===== src/rtl/s298_sig_compactor.sv =====
// Observation stage for the s298 core: compacts six core outputs into a MISR
// signature and a saturating toggle count, then holds the result until acked.
module s298_sig_compactor #(
  parameter int              SIG_W = 16,
  parameter logic [SIG_W-1:0] POLY = 16'h1021,
  parameter logic [SIG_W-1:0] SEED = 16'hFFFF,
  parameter int              CNT_W = 8,
  parameter int              TOG_W = 8
) (
  input  logic             clk,
  input  logic             rst_n,
  input  logic [5:0]       obs_in,
  input  logic             start,
  input  logic [CNT_W-1:0] num_cycles,
  input  logic             ack,
  output logic             busy,
  output logic             done,
  output logic [SIG_W-1:0] sig,
  output logic [TOG_W-1:0] toggle_cnt
);

  // state | meaning
  // IDLE  | waiting for start; last result stays visible
  // RUN   | compacting one obs_in sample per clock
  // DONE  | result valid, waiting for ack
  localparam logic [1:0] IDLE = 2'd0;
  localparam logic [1:0] RUN  = 2'd1;
  localparam logic [1:0] DONE = 2'd2;

  logic [1:0]       state;
  logic [CNT_W-1:0] remaining;
  logic [5:0]       prev_obs;
  logic [5:0]       diff;
  logic [2:0]       pop;
  logic [TOG_W:0]   tog_sum;
  logic [TOG_W-1:0] tog_next;
  logic [SIG_W-1:0] misr_next;

  assign diff = obs_in ^ prev_obs;

  always_comb begin
    pop = '0;
    for (int i = 0; i < 6; i++) begin
      pop = pop + {2'b00, diff[i]};
    end
  end

  // At most 6 toggles per cycle, so one carry bit is enough to detect overflow.
  assign tog_sum  = {1'b0, toggle_cnt} + (TOG_W+1)'(pop);
  assign tog_next = tog_sum[TOG_W] ? '1 : tog_sum[TOG_W-1:0];

  assign misr_next = {sig[SIG_W-2:0], 1'b0}
                   ^ (sig[SIG_W-1] ? POLY : '0)
                   ^ SIG_W'(obs_in);

  assign busy = (state == RUN);
  assign done = (state == DONE);

  always_ff @(posedge clk or negedge rst_n) begin
    if (!rst_n) begin
      state      <= IDLE;
      sig        <= '0;
      toggle_cnt <= '0;
      remaining  <= '0;
      prev_obs   <= '0;
    end else begin
      prev_obs <= obs_in;
      case (state)
        IDLE: begin
          if (start) begin
            sig        <= SEED;
            toggle_cnt <= '0;
            if (num_cycles != '0) begin
              remaining <= num_cycles;
              state     <= RUN;
            end else begin
              state <= DONE;
            end
          end
        end
        RUN: begin
          sig        <= misr_next;
          toggle_cnt <= tog_next;
          remaining  <= remaining - CNT_W'(1);
          if (remaining == CNT_W'(1)) state <= DONE;
        end
        DONE: begin
          if (ack) state <= IDLE;
        end
        default: state <= IDLE;
      endcase
    end
  end

endmodule


===== config.mk =====
export PLATFORM = sky130hd
export DESIGN_NAME = s298_sig_compactor
export DESIGN_NICKNAME = d
export VERILOG_FILES = /design/src/rtl/s298_sig_compactor.sv
export SDC_FILE = /design/constraint.sdc
export NUM_CORES = 1
export LEC_CHECK = 0
export BUFFER_PORTS_ARGS = -buffer_cell sky130_fd_sc_hd__buf_4
export CAP_MARGIN = 20
export CORE_UTILIZATION = 30
export CTS_BUF_LIST = sky130_fd_sc_hd__clkbuf_8
export DETAILED_ROUTE_END_ITERATION = 8
export PLACE_DENSITY = 0.53
export SYNTH_ARGS = -nofsm -noshare
export SYNTH_HDL_FRONTEND = slang
export SYNTH_SLANG_ARGS = --single-unit
export TNS_END_PERCENT = 20

===== constraint.sdc =====
create_clock -name clk -period 3.1 [get_ports clk]
set_input_delay 0.31 -clock clk [delete_from_list [all_inputs] [get_ports clk]]
set_output_delay 0.31 -clock clk [all_outputs]
set_load 0.01 [all_outputs]

==> results.txt <==
----------------------------------------------------
[Floorplan]
  Number of top-level pins ... 44
  Row count ... 30
  Horiz. Die Dim ... between 80 and 90 um
  Initial core utilization ... between 30% and 40%
  Die Height ... roughly 86 um
  Die Footprint ... 7390 um2
  Area inside the core boundary ... between 6000 and 7000 um2

[Logic synthesis]
  Dominant register cell in the synthesized netlist ... dfrtp_1
  Total nets after synthesis ... around 220
  Leading area contributor after synthesis ... dfrtp_1
  Warnings, synthesis ... 0
  Most frequent cells after synthesis ... 40 x dfrtp_1, 21 x a21oi_1, 13 x nor2_1
  Instance count of the mapped netlist ... 196
  Share of Yosys cell area claimed by the top area cell type ... between 40% and 50%
  Number of library cell types mapped by synthesis ... 41
  Number of enable flip-flop cells after synthesis ... 0
  Top cells by area in the synthesized netlist ... dfrtp_1 47%, a21oi_1 5.0%, xnor2_1 4.6%
  Syn avg cell area ... roughly 11 um2
  Register area share after synthesis ... 47.3%
  Most instantiated library cell after synthesis ... dfrtp_1
  Mapped Area ... 2120 um2
  Number of flip-flops and latches in the synthesized netlist ... 40
  Share of synthesized registers carrying an async set or reset ... between 90% and 100%

[Global route]
  Pin count of the biggest net entering global routing ... between 40 and 50
  Total routing resource utilization after global routing ... between 10% and 20%
  Number of antenna violations at the first check in global routing ... 0
  Wire length of the first global-routing pass ... around 8.3 mm
  Via count of the first global-routing pass ... 1643
  Overflow left after global routing ... 0

[Place]
  Count of port buffers added during placement ... 43
  Minimum setup slack after placement ... -195 ps
  Final weighted congestion in routability-driven placement ... 0.757
  DP Wirelength ... 3.52 mm
  Post-placement cell area ... 2580 um2

[Worst setup path]
  Cell type group with the largest total delay on the critical path ... adder cells
  Crit Path Max Fanout ... 3
  CP max stage cell ... fa_1
  Crit-path cells ... xor2_1 -> fa_1 -> inv_1 -> fa_1 -> fa_2 -> inv_1 -> fa_2 -> a21oi_2 -> nor3b_2 -> buf_4 -> nand2b_1 -> a22o_1
  Crit path buf inv count ... 3
  Req. time, crit path ... around 3300 ps
  Peak per-stage delay on the critical path ... 520 ps
  Class of the most critical setup path ... flop to flop
  Category of the worst setup path launch point ... flop
  FF-to-FF setup slack ... 30 ps
  Worst endpoint data arrival time ... about 3300 ps
  Crit. End Element ... flop

[Drt]
  Vias/cell ... 4.87
  Routed vias ... 1676
  Number of detailed-routing iterations run before antenna repair ... 4
  Starting DRC count in detailed routing ... roughly 120
  Final antenna-violating net count ... 0
  Routed wire length ... approximately 5 mm
  Average wire per cell in the routed design ... 14.7 um
  Remaining design rule violation count ... 0

[Power and ir drop]
  Largest vdd supply drop ... 0.326 mV
  Leakage dissipation ... about 0.0011 uW
  Pwr per Cell Area ... ~930 nW/um2

[Cells and area]
  Design Area, Final ... 2730 um2
  Fraction of final layout cells with drive strength greater than 1 ... a little under a third
  Filler instances ... 675
  Layout Nets ... around 270
  Register area ... 1000 um2
  Antenna Diode Count ... 0
  Area grow syn2layout ... 29.0%
  Area occupied by multi-input gates ... 1060 um2

[Run status]
  Outcome ... finished with violations
  Failing checks ... hold timing

[Timing]
  Max Slew Vio Count ... 0
  Count of endpoints failing hold in the final timing report ... 21
  Max Clock Skew ... ~5.1 ps
  Smallest setup slack after layout ... roughly 33 ps
  Setup Viol. Count Final ... 0
  Worst slew slack as a fraction of its limit ... a little under half
  Fmax ... 326 MHz
  Pin slew with the least headroom to its limit ... ~810 ps
  RSZ-0062 raised after global routing ... yes
  Final critical delay including setup and external delays ... 3070 ps
  Part of the cycle the worst path needs ... a little over nine tenths
  Worst hold slack ... -11.0 ps

[Clock network]
  Number of levels the H-tree was split into ... 2
  Root cell of the clock tree ... clkbuf_8
  Number of sinks on the clock net ... 40
  TritonCTS clock tree ... yes
  Clock transition time at the flip-flop clock pins of the worst setup and hold paths ... ~80 ps
  Insertion delay to the later sink of the worst-skew pair ... a little under 300 ps
  Total of hold buffers inserted after clock tree synthesis ... 0
  Max Root-Sink Buffers ... 2
  Number of buffers inserted during clock tree synthesis ... 5

[Min path]
  Class of the most critical hold timing path ... input pin to asynchronous set/reset pin

[Run]
  Max Cap Violations ... 0

----------------------------------------------------
[flip-flops by register name, indices dropped and copies added, names as in the netlist]
register / cells
remaining: 8
toggle_cnt: 8
state: 2
sig: 16
prev_obs: 6
[worst reg2reg max path: cells and delay by family, from the launching register on]
| family | cells | cell delay (ps) |
|---|---|---|
| xor+xnor | 1 | 180 |
| simple gates | 2 | 210 |
| compound gates | 2 | 360 |
| fa+ha+maj | 4 | 1600 |
| flops | 1 | 380 |
| buf+inv | 3 | 240 |
[per-stage QoR]
step           cells  power, uW  utilization [%]  TNS (ps)
2_1_floorplan    196       1650                -         0
3_3_place_gp     335       2090             38.0      -194
3_5_place_dp     335       2100             38.0      -723
4_1_cts          344       2560             40.0     -13.6
5_1_grt          344       2770             40.2      -267
6_report         344       2540             40.2         0
[layer usage]
layer | track usage, % | wire (um) | share of wire [%]
met1 | 19.9 | 2430 | 48
met2 | 22.5 | 2400 | 48
met3 | 3.08 | 136 | 2.7
met4 | 4.24 | 80 | 1.6
met5 | 0 | 0 | 0
[path summary, 6_finish.rpt]
check                                     end        start  cells past startpoint
min in group clk                  prev_obs[2]    obs_in[2]                      1
worst min-delay path                   sig[2]        rst_n                      1
worst max-delay path            toggle_cnt[0]  prev_obs[0]                     12
worst max register to register  toggle_cnt[0]  prev_obs[0]                     12
max in group asynchronous        remaining[4]        rst_n                      1
worst min register to register         sig[9]       sig[9]                      1
[power by group]
part	internal, uW	leakage [uW]	switching [uW]
clock	238	0.0000541	191
combinational	575	0.000633	626
sequential	699	0.000450	212
total	1510	0.00114	1030
[final cells by class]
type | count | area share (%)
Tap cell | 96 | 4.40
Multi-Input combinational cell | 136 | 38.9
Clock buffer | 5 | 2.52
Clock inverter | 3 | 1.56
Inverter | 12 | 1.65
Timing Repair Buffer | 52 | 14.3
Sequential cell | 40 | 36.7
[timing repair]
item	4_1_cts	5_1_grt
buffers inserted	1	0
pin swaps	3	4
endpoints found under the setup margin	6	8
resized for setup	4	4
[logic make-up after synthesis]
family | synth area share, %
AO/OA/AOI/OAI | 22.1
AND/OR/NAND/NOR | 13.7
flip-flops | 47.3
buffers and inverters | 3.90
XOR/XNOR | 6.21
adder cells (fa/ha/maj) | 6.74
[cells in the final DEF (no fill, tap or decap), types with 2 or more instances in the layout]
| master | n |
|---|---|
| fa_1 | 2 |
| a211oi_1 | 2 |
| nor3_1 | 6 |
| a21oi_1 | 19 |
| nor2_1 | 13 |
| xor2_1 | 4 |
| fa_2 | 2 |
| nand3_1 | 3 |
| and3_1 | 2 |
| nor4_4 | 2 |
| ha_1 | 5 |
| xnor2_1 | 11 |
| o22a_1 | 10 |
| dfrtp_1 | 40 |
| o2bb2ai_1 | 4 |
| a31oi_1 | 4 |
| nand2b_1 | 5 |
| nand2_1 | 7 |
| a21oi_2 | 2 |
| a22o_1 | 3 |
| nor2b_1 | 4 |
| clkbuf_8 | 5 |
| buf_4 | 52 |
| o21ai_0 | 9 |
| inv_1 | 12 |
| a311o_1 | 2 |
Power figures use the tool's default switching activity.
